$ cat config.mk
export PLATFORM = sky130hd
export DESIGN_NAME = spi_ram_arbiter
export DESIGN_NICKNAME = d
export VERILOG_FILES = /design/src/rtl/spi_ram_arbiter.sv
export SDC_FILE = /design/constraint.sdc
export NUM_CORES = 1
export LEC_CHECK = 0
export CORE_UTILIZATION = 25
export CTS_CLUSTER_DIAMETER = 50
export DETAILED_ROUTE_END_ITERATION = 10
export PLACE_DENSITY = 0.52
export SKIP_CTS_REPAIR_TIMING = 1
export SLEW_MARGIN = 20
export SYNTH_ARGS = -nofsm -noshare
export SYNTH_HDL_FRONTEND = slang
export SYNTH_SLANG_ARGS = --single-unit
export TNS_END_PERCENT = 1
$ cat constraint.sdc
create_clock -name clk -period 3.05 [get_ports clk]
set_clock_uncertainty 0.2 [all_clocks]
set_input_delay 0.4575 -clock clk [delete_from_list [all_inputs] [get_ports clk]]
set_output_delay 0.4575 -clock clk [all_outputs]
set_load 0.02 [all_outputs]
$ cat src/rtl/spi_ram_arbiter.sv
// Two-port (fetch / data) arbiter serialising 32-bit word accesses onto one SPI RAM (03h read, 02h write).
// Define SPI_RAM_ARB_RR_EN for round-robin tie-breaking; otherwise port 1 has fixed priority.
module spi_ram_arbiter #(
    parameter int ADDR_W       = 22,
    parameter int DESEL_PULSES = 1
) (
    input  logic              clk,
    input  logic              rst,
    input  logic              req0,
    input  logic [ADDR_W-1:0] addr0,
    output logic              ack0,
    input  logic              req1,
    input  logic              we1,
    input  logic [ADDR_W-1:0] addr1,
    input  logic [31:0]       wdata1,
    output logic              ack1,
    output logic [31:0]       rdata,
    output logic              spi_clk,
    output logic              spi_mosi,
    output logic              spi_select,
    input  logic              spi_miso
);

    typedef enum logic [2:0] {S_IDLE, S_HDR, S_DATA, S_ACK, S_DESEL} state_t;

    state_t            r_state;
    state_t            w_next;
    logic              r_phase;
    logic [4:0]        r_bit;
    logic [15:0]       r_desel;
    logic              r_port;
    logic              r_write;
    logic [31:0]       r_shift;
    logic [31:0]       r_wdata;
    logic [31:0]       r_rdata;
    logic              w_grant;
    logic              w_sel1;
    logic              w_last_bit;
    logic              w_desel_done;
    logic [ADDR_W-1:0] w_addr;
    logic [23:0]       w_byte_addr;

    assign w_grant = req0 | req1;

`ifdef SPI_RAM_ARB_RR_EN
    logic r_last;

    always_ff @(posedge clk) begin
        if (rst)
            r_last <= 1'b1;
        else if (r_state == S_IDLE && w_grant)
            r_last <= w_sel1;
    end

    // On a tie the port that was not served last wins.
    assign w_sel1 = req1 & (~req0 | ~r_last);
`else
    assign w_sel1 = req1;
`endif

    assign w_addr       = w_sel1 ? addr1 : addr0;
    assign w_byte_addr  = 24'({w_addr, 2'b00});
    assign w_last_bit   = r_phase && (r_bit == 5'd31);
    assign w_desel_done = r_phase && (r_desel == 16'(DESEL_PULSES - 1));
    assign rdata        = r_rdata;

    always_ff @(posedge clk) begin
        if (rst)
            r_state <= S_DESEL;
        else
            r_state <= w_next;
    end

    always_comb begin
        w_next = r_state;
        case (r_state)
            S_IDLE:  if (w_grant)      w_next = S_HDR;
            S_HDR:   if (w_last_bit)   w_next = S_DATA;
            S_DATA:  if (w_last_bit)   w_next = S_ACK;
            S_ACK:                     w_next = S_DESEL;
            S_DESEL: if (w_desel_done) w_next = S_IDLE;
            default:                   w_next = S_DESEL;
        endcase
    end

    // NOTE: every output gets a default before the case so no latch is inferred.
    always_comb begin
        spi_select = 1'b1;
        spi_clk    = 1'b0;
        spi_mosi   = 1'b0;
        ack0       = 1'b0;
        ack1       = 1'b0;
        case (r_state)
            S_HDR: begin
                spi_select = 1'b0;
                spi_clk    = r_phase;
                spi_mosi   = r_shift[31];
            end
            S_DATA: begin
                spi_select = 1'b0;
                spi_clk    = r_phase;
                spi_mosi   = r_write & r_shift[0];
            end
            S_ACK: begin
                ack0 = ~r_port;
                ack1 = r_port;
            end
            S_DESEL: spi_clk = r_phase;
            default: ;
        endcase
    end

    // Shifts happen at the edge ending each high phase, i.e. on entry to the next low phase.
    always_ff @(posedge clk) begin
        if (rst) begin
            r_phase <= 1'b0;
            r_bit   <= 5'd0;
            r_desel <= 16'd0;
            r_port  <= 1'b0;
            r_write <= 1'b0;
            r_shift <= 32'd0;
            r_wdata <= 32'd0;
            r_rdata <= 32'd0;
        end else begin
            case (r_state)
                S_IDLE: begin
                    r_phase <= 1'b0;
                    r_bit   <= 5'd0;
                    r_desel <= 16'd0;
                    if (w_grant) begin
                        r_port  <= w_sel1;
                        r_write <= w_sel1 & we1;
                        r_wdata <= wdata1;
                        r_shift <= {((w_sel1 & we1) ? 8'h02 : 8'h03), w_byte_addr};
                    end
                end
                S_HDR, S_DATA: begin
                    r_phase <= ~r_phase;
                    if (r_phase) begin
                        r_bit <= r_bit + 5'd1;
                        if (r_state == S_HDR) begin
                            r_shift <= (r_bit == 5'd31) ? (r_write ? r_wdata : 32'd0)
                                                        : {r_shift[30:0], 1'b0};
                        end else begin
                            r_shift <= {spi_miso, r_shift[31:1]};
                            if (r_bit == 5'd31 && !r_write)
                                r_rdata <= {spi_miso, r_shift[31:1]};
                        end
                    end
                end
                S_DESEL: begin
                    r_phase <= ~r_phase;
                    if (r_phase)
                        r_desel <= r_desel + 16'd1;
                end
                default: r_phase <= 1'b0;
            endcase
        end
    end

endmodule

# After elaboration in Yosys (flattened, before gate mapping)
# Index checks and enable logic that the tools add are counted.
# word_totals
register_bits,123
latchBits,0
wordCells,68
mem_count,0
out_inout_bits,37
mem_bits_ro,0
ramBits,0
inputBits,82
# classes
bitwise,7
n_lt_le_gt_ge,0
div,0
mul,0
mux,22
shift,0
n_addsub,2
eq_ne,11
n_reduce_logical,17
# ops
operator,n
$mux 32,5
$pmux 32 s2,1
$pmux 16 s2,1
$mux 22,1
$add 16x1->16 const B,1
$logic_not 16->1,1
$mux 16,1
$mux 3,4
$pmux 3 s4,1
$ne 2x2->1 const B,5
$pmux 5 s2,1
$reduce_and 4->1,2
$eq 3x2->1 const B,2
$reduce_and 2->1,3
$add 5x1->5 const B,1
$eq 5x5->1 const B,1
$mux 1,5
$mux 5,1
$not 1->1,4
$reduce_bool 2->1,2
$reduce_or 2->1,2
$eq 3x1->1 const B,1
$eq 3x3->1 const B,1
$logic_and 1x1->1,3
8 further kinds,9

# Depth between registers and ports, before layout
# Gate-level depths: netlist of the first run.
# depth
ltp_word,5
mapped_depth,10
depth_no_buf,7

# Least setup slack after synthesis of the first run
# No wires, ideal clock.
# synth_path
path_kind,register to register
start,register r_bit[0]
end,register r_rdata[10] (netlist: rdata[10])
arrival_time_ns,1.935
path_buffers,3
stages_incl_launch_ff,11
slack_ns,0.782
path_cell_list,dfxtp_1 -> ha_1 -> and3_1 -> ha_1 -> clkbuf_1 -> nand2_1 -> or4_1 -> clkbuf_1 -> clkbuf_1 -> nand2_1 -> a21oi_1
# synth_between
elab_chain_len,3
# synth_lines
element,line_no,source
"start, declared",29,logic [4:0] r_bit;
"start signal, assigned",140,r_bit <= r_bit + 5'd1;
$eq 5x5->1,146,if (r_bit == 5'd31 && !r_write)
$logic_and 1x1->1,146,
$reduce_and 4->1 (no line),n/a,
"end signal, assigned",147,"r_rdata <= {spi_miso, r_shift[31:1]};"
"end, declared",35,logic [31:0] r_rdata;
# Every way passes these cells.
# A chain may end at the register's enable or synchronous reset.

# Worst setup path after layout of the first run
# layout_path
start,register r_state[2]
end,output spi_clk
# layout_between
elab_chain_len,3
# layout_lines
element,line_no,source
"start, declared",26,state_t r_state;
"start signal, assigned",71,r_state <= w_next;
$eq 3x1->1 (tied with other cells),93,case (r_state)
$reduce_or 3->1 (no line) (*),n/a,
$mux 1 (*),93,
"end, declared",18,"output logic spi_clk,"
# Mark *: on every way between the ends. The rest lies on a longest branch, timed or not.

==> results of run 1 <==
## metal layers
layer,GRT usage,share of wire,wire (microns)
met4,0.06769,0.019,348
met3,0.02897,0.050,942
met5,0,0,0
met1,0.2198,0.49,9117
met2,0.2304,0.45,8357
## layout by cell type (no fill, tap or decap), drive strengths merged, types with 4 or more instances in the layout
master / netlist / final
nand4: 5 / 5
xor2: 4 / 4
clkdlybuf4s50: 0 / 116
or4: 9 / 9
a21oi: 106 / 106
inv: 14 / 16
nand2b: 50 / 50
clkinvlp: 0 / 4
o211ai: 51 / 51
nor3: 7 / 7
and3: 4 / 4
nand2: 145 / 145
nand3: 64 / 64
o21ai: 14 / 14
buf: 3 / 21
clkbuf: 64 / 18
clkinv: 0 / 5
nor2: 22 / 22
xnor2: 4 / 4
a311oi: 23 / 23
o31ai: 7 / 7
o32ai: 7 / 7
dfxtp: 123 / 123
ha: 4 / 4
nor4: 5 / 5
## cells in the mapped netlist, types with 2 or more instances
master / number
a21oi_1: 106
a22oi_1: 2
a311oi_1: 23
a32o_1: 2
and2_1: 2
and3_1: 4
and4_1: 3
buf_2: 3
clkbuf_1: 64
dfxtp_1: 123
ha_1: 4
inv_1: 13
mux2i_1: 3
nand2_1: 145
nand2b_1: 50
nand3_1: 64
nand4_1: 5
nor2_1: 20
nor2_2: 2
nor3_1: 6
nor4_1: 5
o211ai_1: 51
o21a_1: 3
o21ai_0: 13
o31ai_1: 7
o32ai_1: 7
or3_1: 3
or4_1: 9
xnor2_1: 4
xor2_1: 4
## cells by family after synthesis
group | after synthesis | share of synthesized area
buf+inv | 81 | 0.05233
mux | 3 | 0.005106
simple gates | 326 | 0.2678
compound gates | 219 | 0.2357
flops | 123 | 0.4186
xor+xnor | 8 | 0.01191
fa+ha+maj | 4 | 0.008509
## path summary, 6_finish.rpt
kind / endpoint / slack, ns / cells past startpoint
min reg2reg: rdata[10] / 0.25 / 2
max: spi_clk / 0.24 / 4
max reg2reg: r_shift[12] / 0.67 / 5
min: r_shift[20] / 0.18 / 2
## metrics by stage
| stage | instances | utilization | cell area, sq um | power (mW) | hold WS, ns |
|---|---|---|---|---|---|
| after floorplan | 764 | - | 5882 | 2.424 | 0.2321 |
| after global placement | 1147 | 0.3221 | 7358 | 2.755 | 0.2438 |
| after detailed placement | 1147 | 0.3221 | 7358 | 2.757 | 0.2464 |
| after CTS | 1179 | 0.3487 | 7968 | 4.847 | 0.1624 |
| after global routing | 1179 | 0.3488 | 7969 | 5.026 | 0.1762 |
| final | 1179 | 0.3488 | 7969 | 4.792 | 0.1780 |
## critical path: cells and delay by family, from the launching register on
kind / cells / cell delay (ns)
buffers and inverters: 1 / 0.54
DFF: 1 / 0.76
and+or+nand+nor: 2 / 0.21
AOI/OAI and AO/OA: 1 / 0.23
## state kept, by name, indices dropped and copies added, names as in the netlist
name and cells:
r_shift 32, r_wdata 32, rdata 32, r_desel 16
r_bit 5, r_state 3, r_phase 1, r_port 1
r_write 1
## report_power, final
group | total (mW) | internal, mW | switching [mW]
Sequential | 1.93 | 1.75 | 0.177
Clock | 2.07 | 1.31 | 0.762
Combinational | 0.791 | 0.338 | 0.454
## cell type report
type	instances	area (sq um)	share of cell area
Clock buffer	18	439.2	0.05511
Timing Repair Buffer	137	1316	0.1652
Multi-Input combinational cell	560	3136	0.3935
Inverter	14	52.55	0.006594
Clock inverter	14	170.2	0.02135
Tap cell	313	391.6	0.04914
Sequential cell	123	2464	0.3092
==> reports/results.env, run 1 <==
FINALWORSTPATHREQUIREDPERIOD_NS=2.807
SETUP.WORST_PATH.START='r_state[2]'
MINIMUM_SETUP_SLACK_AFTER_PLACEMENT_NS=0.5084
DIE_AREA_SQ_UM=24140
SETUP_TNS_NS=0
MAX-CLOCK-PATH-BUFFERS=2
HOLD_PATH.CLASS='input port to register'
WORST_RELATIVE_SLEW_SLACK=0.5416
DRT_PRE_ANTENNA_ITERS=4
TRACK_USAGE=0.1560
VDD.IR_DROP.WORST_uV=244.5
SYNTH.NET_COUNT=850
POSTSYNTHREGISTERBITS=123
TOTAL_VIA_COUNT_AFTER_DETAILED_ROUTING=5672
DRCVIOLATIONCOUNT=0
CTS_HTREE_LEVELS=4
GRT_FIRST_PASS_WIRELENGTH_MICRONS=29180
WORST_PIN_SLEW_NS=0.6867
SYNTH.AREA.TOP_CELLS='dfxtp_1 42%, nand2_1 9.3%, a21oi_1 9.0%'
YS_SEQ_AREA_FRAC=0.4186
POST_DRT_VIA_CELL_RATIO=4.811
WORST_EP_REQUIRED_TIME_NS=2.39
ROUTED_WIRE_LENGTH_PER_INSTANCE_MICRONS=15.92
FINAL_LAYOUT_SIZE_SUFFIX_GT1_FRAC=0.07737
IO_BUFFER_COUNT=118
GRT_OVERFLOW=0
CRITICAL_PATH_S_SLOWEST_CELL='dfxtp_1'
MAX_INCR_DELAY_ON_CP_NS=0.76
SEQUENCE_OF_CELLS_ON_THE_CRITICAL_PATH='nor2_2 -> a21oi_1 -> nor2_1 -> clkdlybuf4s50_1'
POSTSYNTHCELLCOUNT=764
AREA.GROWTH.SYNTH_TO_FINAL_PCT=35.48
CRITICAL_PATH.STARTPOINT_TYPE='register'
CLOCK_TREE.ROOT_CELL='clkbuf_16'
SYNTHESIS.AREA_PER_INSTANCE_SQ_UM=7.699
WIRELENGTH_MICRONS=18770
NUM-FILL-CELLS=2462
GPL.FINAL_WEIGHTED_CONGESTION=0.8042
CLOCK-SINKS=123
CRITICAL_PATH.MAX_FANOUT=18
CLOCK_PIN_SLEW_REPORTED_FOR_THE_WORST_SETUP_AND_HOLD_PATHS_AFTER_CLOCK_TREE_SYNTHESIS_NS=0.06
MAX_CAP_VIOLATIONS=0
CTS_MADE_BUFFERS=17
P_LEAK_nW=2.457
IO-PIN-COUNT=119
POWER_DENSITY_OF_THE_PLACED_CELLS_nW_PER_UM2=601.4
TRITONCTS_CLOCK_TREE='done'
CRITPATHARRIVALTIME_NS=2.15
SYNTHDOMINANTCELLAREASHARE=0.4186
YOSYS.AREA.TOP_TYPE='dfxtp_1'
SYNTHESIS.YOSYS.WARNINGS=0
OUTCOME='completed'
SYNTH_FLOP_CELL='dfxtp_1'
SETUP_VIOL_COUNT_FINAL=0
HOLD_VIOL_FINAL=0
DIE_H_MICRONS=155.4
CHIPWIDTH_MICRONS=155.4
SLEW_VIOL_FINAL=0
NETS=939
NETLIST-CELL-TYPE-COUNT=44
WORST_R2R_STARTPOINT='r_state[2]'
ROWS=55
CRIT_PATH_END_KIND='output port'
CORE_REGION_AREA_SQ_UM=22850
ANTENNA_VIOLATING_NETS_POST_ROUTE=0
INITIAL_UTILIZATION=0.2574
HPWLAFTERDP_MICRONS=13060
FIRST_GLOBAL_VIAS=5318
ASYNC_RESET_FF_FRAC=0
ANTENNA-DIODE-COUNT=0
SETUP_WS_NS=0.2433
HOLD_PATH.STARTPOINT='rst'
GRT_MAX_DEGREE=62
SYN_AREA_SQ_UM=5882
WORSTSKEWPAIRLATENCY_NS=0.42
UNREPAIRED_SETUP_ENDPOINTS_AFTER_GLOBAL_ROUTING='no'
ANTENNA_FOUND_INITIAL=0
CRITICAL_PATH_CLASS='register to output port'
ACHIEVABLE-FREQUENCY_MHz=356.3
TIMING.FINAL.CRIT_SHARE=0.9202
SYNTH-EDFF-COUNT=0
DRT_FIRST_ITER_VIOLATIONS=332
Note: power is estimated with default switching activity, not from simulation.
==> inputs of run 2 (changes only) <==
GPL_ROUTABILITY_DRIVEN = 0   (was unset)
PLACE_DENSITY = unset   (was 0.52)
REMOVE_ABC_BUFFERS = 1   (was unset)
==> reports/results.env, run 2 (same netlist as run 1, synthesis figures left out) <==
CLOCK_TREE.ROOT_CELL='clkbuf_16'
CTS_MADE_BUFFERS=17
CLOCK-SINKS=123
POST_DRT_VIA_CELL_RATIO=4.888
WORSTSKEWPAIRLATENCY_NS=0.41
ACHIEVABLE-FREQUENCY_MHz=344.7
CRITICAL_PATH_CLASS='register to output port'
LAYOUT_COMMON_CELLS='145 x nand2_1, 121 x dfxtp_1, 116 x clkdlybuf4s50_1'
TRACK_USAGE=0.1498
ROUTED_WIRE_LENGTH_PER_INSTANCE_MICRONS=15.11
ANTENNA_VIOLATING_NETS_POST_ROUTE=0
DRT_FIRST_ITER_VIOLATIONS=410
HOLD_PATH.CLASS='register to register'
IO-PIN-COUNT=119
POWER.SWITCHING_mW=1.340
MAX-CLOCK-PATH-BUFFERS=2
SETUP_WS_NS=0.1489
INITIAL_UTILIZATION=0.2574
CRITICAL_PATH_S_SLOWEST_CELL='dfxtp_1'
DRCVIOLATIONCOUNT=0
CRITICAL_PATH_CELL_COUNT=3
WORST_EP_REQUIRED_TIME_NS=2.39
UNREPAIRED_SETUP_ENDPOINTS_AFTER_GLOBAL_ROUTING='no'
OUTCOME='completed'
WORST_RELATIVE_SLEW_SLACK=0.5149
CRITICAL_PATH.STARTPOINT_TYPE='register'
MULTI_INPUT_LOGIC_AREA_SQ_UM=3136
DIE_H_MICRONS=155.4
DRT_PRE_ANTENNA_ITERS=5
WORST_PIN_SLEW_NS=0.7267
FINAL_LAYOUT_SIZE_SUFFIX_GT1_FRAC=0.07085
GRT_OVERFLOW=0
CTS_HTREE_LEVELS=4
CLOCK_PIN_SLEW_REPORTED_FOR_THE_WORST_SETUP_AND_HOLD_PATHS_AFTER_CLOCK_TREE_SYNTHESIS_NS=0.05
P_LEAK_nW=2.467
CRITPATHARRIVALTIME_NS=2.24
NETS=935
FF_LATCH_AREA_SQ_UM=2465
POWER.SEQUENTIAL.FRACTION=0.394
TIMING.FINAL.CRIT_SHARE=0.9512
TOTAL_VIA_COUNT_AFTER_DETAILED_ROUTING=5743
SW_FRAC_OF_TOTAL=0.2733
DIE_AREA_SQ_UM=24140
HOLD_VIOL_FINAL=0
POWER_FRAC_COMB=0.162
INTERNAL_POWER_mW=3.562
MOSTFREQUENTLAYOUTCELL='nand2_1'
CRITICAL_PATH.TOP_DELAY_FAMILY='buffers and inverters'
MAX_CAP_VIOLATIONS=0
CRITICAL_PATH.MAX_FANOUT=18
HPWLAFTERDP_MICRONS=11700
FIRST_GLOBAL_VIAS=5358
MAX_INCR_DELAY_ON_CP_NS=0.79
FINALWORSTPATHREQUIREDPERIOD_NS=2.901
MINIMUM_SETUP_SLACK_AFTER_PLACEMENT_NS=0.4080
CRIT_PATH_END_KIND='output port'
CLOCKPOWERSHARE=0.444
UTILIZATION=0.3494
POWER_DENSITY_OF_THE_PLACED_CELLS_nW_PER_UM2=614.1
AREA.GROWTH.SYNTH_TO_FINAL_PCT=35.72
TRITONCTS_CLOCK_TREE='done'
ANTENNA_FOUND_INITIAL=1
VDD.IR_DROP.WORST_uV=342.7
SEQUENCE_OF_CELLS_ON_THE_CRITICAL_PATH='nor2_2 -> inv_2 -> clkdlybuf4s50_1'
CRITICAL_PATH.N_BUFFERS_INVERTERS=2
CHIPWIDTH_MICRONS=155.4
ROWS=55
SETUP_TNS_NS=0
SETUP_VIOL_COUNT_FINAL=0
WHS_PATH_DEPTH=2
WIRELENGTH_MICRONS=17750
GRT_MAX_DEGREE=64
IO_BUFFER_COUNT=118
WORSTREGTOREGCELLS=5
SLEW_VIOL_FINAL=0
GRT_FIRST_PASS_WIRELENGTH_MICRONS=28430
NUM-FILL-CELLS=2439
CORE_REGION_AREA_SQ_UM=22850
[run 2: cell types whose count changed in the layout (fill, tap and decap cells not counted), sizes merged]
cell,before,now
inv,16,14
bufinv,3,4
clkbuf,18,24
clkinvlp,4,0
buf,21,17
clkinv,5,3
diode,0,1
[run 2: cell type report]
class / count / area share
timing repair buffer: 133 / 0.1627
sequential: 123 / 0.3088
tap: 313 / 0.04906
clock buffer: 24 / 0.06285
antenna: 1 / 0.0003135
multi-input combinational: 560 / 0.3928
clock inverter: 7 / 0.01693
inverter: 14 / 0.006583
[run 2: final timing paths]
kind / start / to / slack [ns]
setup / recovery: r_state[2] / spi_select / 0.15
setup reg to reg: r_state[2] / r_shift[18] / 0.41
hold / removal: rdata[29] / rdata[29] / 0.25
hold reg to reg: rdata[29] / rdata[29] / 0.25
[run 2: power groups by stage]
stage,Sequential [mW],Combinational [mW],Clock (mW)
2_1_floorplan,1.90,0.462,0
3_3_place_gp,1.96,0.785,0
3_5_place_dp,1.96,0.794,0
4_1_cts,1.93,0.798,2.21
5_1_grt,1.95,0.884,2.30
6_report,1.93,0.792,2.18
[run 2: per-stage QoR]
step / cells / hold WS, ns / power (mW) / instance area [sq um]
after floorplan: 697 / 0.2260 / 2.365 / 5627
after global placement: 1143 / 0.2416 / 2.743 / 7341
after detailed placement: 1143 / 0.2444 / 2.754 / 7341
after CTS: 1174 / 0.2523 / 4.938 / 7978
after global routing: 1175 / 0.2679 / 5.133 / 7983
final: 1175 / 0.2506 / 4.902 / 7983
[run 2: per-layer routing]
metal  vias to the layer above  GRT usage  part of all wire
li1                       2896          -                 -
met1                      2657     0.1968              0.47
met2                       175     0.2443              0.47
met3                        15    0.03203             0.051
met4                         0    0.04622             0.013
met5                         -          0                 0
[run 2: tightest hold or removal path, cell delays in order, from the launching register on]
cell     delay (ns)
dfxtp_1        0.30
nand2_1        0.05
a21oi_1        0.05
==> inputs of run 3 (changes only) <==
CORE_MARGIN = 2   (was unset)
SKIP_LAST_GASP = 1   (was unset)
clock period = 3.7 ns   (was 3.05 ns; I/O delays follow)
==> reports/results.env, run 3 (same netlist as run 1, synthesis figures left out) <==
OUTCOME='completed'
TOTAL_VIA_COUNT_AFTER_DETAILED_ROUTING=5733
WORST_PIN_SLEW_NS=0.9180
FINAL_LAYOUT_SIZE_SUFFIX_GT1_FRAC=0.07292
ANTENNA_FOUND_INITIAL=0
DP.CELLS=1151
AREA.GROWTH.SYNTH_TO_FINAL_PCT=36.44
HOLD_VIOL_FINAL=0
ANTENNA-DIODE-COUNT=0
CTS_HTREE_LEVELS=4
WORST_R2R_STARTPOINT='r_state[2]'
WORSTREGTOREGCELLS=5
HOLD_PATH.CLASS='register to register'
R2R-END='r_wdata[0]'
TRITONCTS_CLOCK_TREE='done'
TRACK_USAGE=0.1457
CTS_MADE_BUFFERS=17
GRT_OVERFLOW=0
CRITICAL_PATH.MAX_FANOUT=15
ROWS=56
VDD.IR_DROP.WORST_uV=201.9
CORE_REGION_AREA_SQ_UM=23260
WORST_EP_REQUIRED_TIME_NS=2.94
MAX_CAP_VIOLATIONS=0
HOLD_PATH.STARTPOINT='rdata[5]'
CRITICAL_PATH_CLASS='register to output port'
MOSTFREQUENTLAYOUTCELL='nand2_1'
MAX-CLOCK-PATH-BUFFERS=2
SETUP_VIOL_COUNT_FINAL=0
SLEW_VIOL_FINAL=0
DRT_FIRST_ITER_VIOLATIONS=408
CHIPWIDTH_MICRONS=157.4
R2R_SETUP_SLACK_NS=1.10
ACHIEVABLE-FREQUENCY_MHz=322.6
SEQUENCE_OF_CELLS_ON_THE_CRITICAL_PATH='nand2_1 -> nor3b_1 -> clkdlybuf4s50_1'
WORST_RELATIVE_SLEW_SLACK=0.3873
ROUTED_WIRE_LENGTH_PER_INSTANCE_MICRONS=15.39
POWER_DENSITY_OF_THE_PLACED_CELLS_nW_PER_UM2=517.2
ANTENNA_VIOLATING_NETS_POST_ROUTE=0
MAX_INCR_DELAY_ON_CP_NS=0.68
WORSTSKEWPAIRLATENCY_NS=0.42
WIRELENGTH_MICRONS=18200
CLOCK_PIN_SLEW_REPORTED_FOR_THE_WORST_SETUP_AND_HOLD_PATHS_AFTER_CLOCK_TREE_SYNTHESIS_NS=0.06
POST_DRT_VIA_CELL_RATIO=4.846
P_LEAK_nW=2.480
DIE_AREA_SQ_UM=24770
DIE_H_MICRONS=157.4
GRT_MAX_DEGREE=64
IO_BUFFER_COUNT=118
DRT_PRE_ANTENNA_ITERS=7
LAYOUT_COMMON_CELLS='145 x nand2_1, 123 x dfxtp_1, 116 x clkdlybuf4s50_1'
FINAL-INSTANCE-COUNT-EXCL-FILL=1183
IO-PIN-COUNT=119
CLOCK-SINKS=123
GRT_FIRST_PASS_WIRELENGTH_MICRONS=27950
HPWLAFTERDP_MICRONS=12150
TIMING.FINAL.CRIT_SHARE=0.8377
FIN_TOTAL_PWR_mW=4.150
DRCVIOLATIONCOUNT=0
UNREPAIRED_SETUP_ENDPOINTS_AFTER_GLOBAL_ROUTING='no'
CRIT_PATH_END_KIND='output port'
SETUP_TNS_NS=0
MIN_DELAY_WORST_ENDPOINT='rdata[5]'
NETS=937
FIRST_GLOBAL_VIAS=5219
HOLD_WORST_SLACK_NS=0.2528
CLOCK_TREE.ROOT_CELL='clkbuf_16'
FINALWORSTPATHREQUIREDPERIOD_NS=3.100
INITIAL_UTILIZATION=0.2529
WHS_PATH_DEPTH=2
CRITPATHARRIVALTIME_NS=2.34
CRITICAL_PATH.STARTPOINT_TYPE='register'
CRITICAL_PATH_S_SLOWEST_CELL='clkdlybuf4s50_1'
-- run 3: cell types whose count changed in the layout (fill, tap and decap cells not counted), moves of 2 or more --
cell        delta
buf_4          +3
clkbuf_8       -3
clkinvlp_4     +3
bufinv_16      +2
dfxtp_1        +2
dfxtp_2        -2
-- run 3: through the flow --
step           worst slack (ns)    util  area [sq um]
2_1_floorplan           -0.9483       -          5627
3_3_place_gp             0.9788  0.3160          7351
3_5_place_dp             0.9478  0.3160          7351
4_1_cts                  0.5868  0.3450          8025
5_1_grt                  0.4195  0.3450          8025
6_report                 0.6005  0.3450          8025
-- run 3: layout make-up --
type / count / area (sq um)
Fill cell: 2516 / 15240
Multi-Input combinational cell: 560 / 3136
Sequential cell: 123 / 2462
Timing Repair Buffer: 135 / 1301
Clock buffer: 20 / 456.7
Tap cell: 319 / 399.1
Clock inverter: 12 / 217.7
Inverter: 14 / 52.55
-- run 3: power breakdown --
group / total [mW] / internal (mW) / switching [mW]
logic: 0.659 / 0.281 / 0.378
registers: 1.59 / 1.45 / 0.142
clock network: 1.90 / 1.29 / 0.609
-- run 3: per-layer routing --
layer  routed length (microns)  GRT usage  vias up  part of all wire
li1                          -          -     2906                 -
met1                      8690     0.1947     2669              0.48
met2                      8521     0.2331      137              0.47
met3                       787    0.03331       21             0.043
met4                       202    0.04502        0             0.011
met5                         0          0        -                 0
-- run 3: worst max-delay path by stage --
stage	start	endpoint	slack [ns]	depth (start not counted)
after floorplan	r_bit[0]	rdata[0]	-0.95	7
after global placement	req0	r_wdata[25]	0.98	6
after detailed placement	req0	r_wdata[25]	0.95	6
after CTS	r_state[1]	spi_select	0.59	4
after global routing	r_state[1]	ack0	0.42	3
final	r_state[1]	ack1	0.60	3
-- run 3: worst max-delay path, delay by kind of cell (launching register included) --
kind	cells	cell delay [ns]
and+or+nand+nor	2	0.58
buffers and inverters	1	0.68
DFF	1	0.67
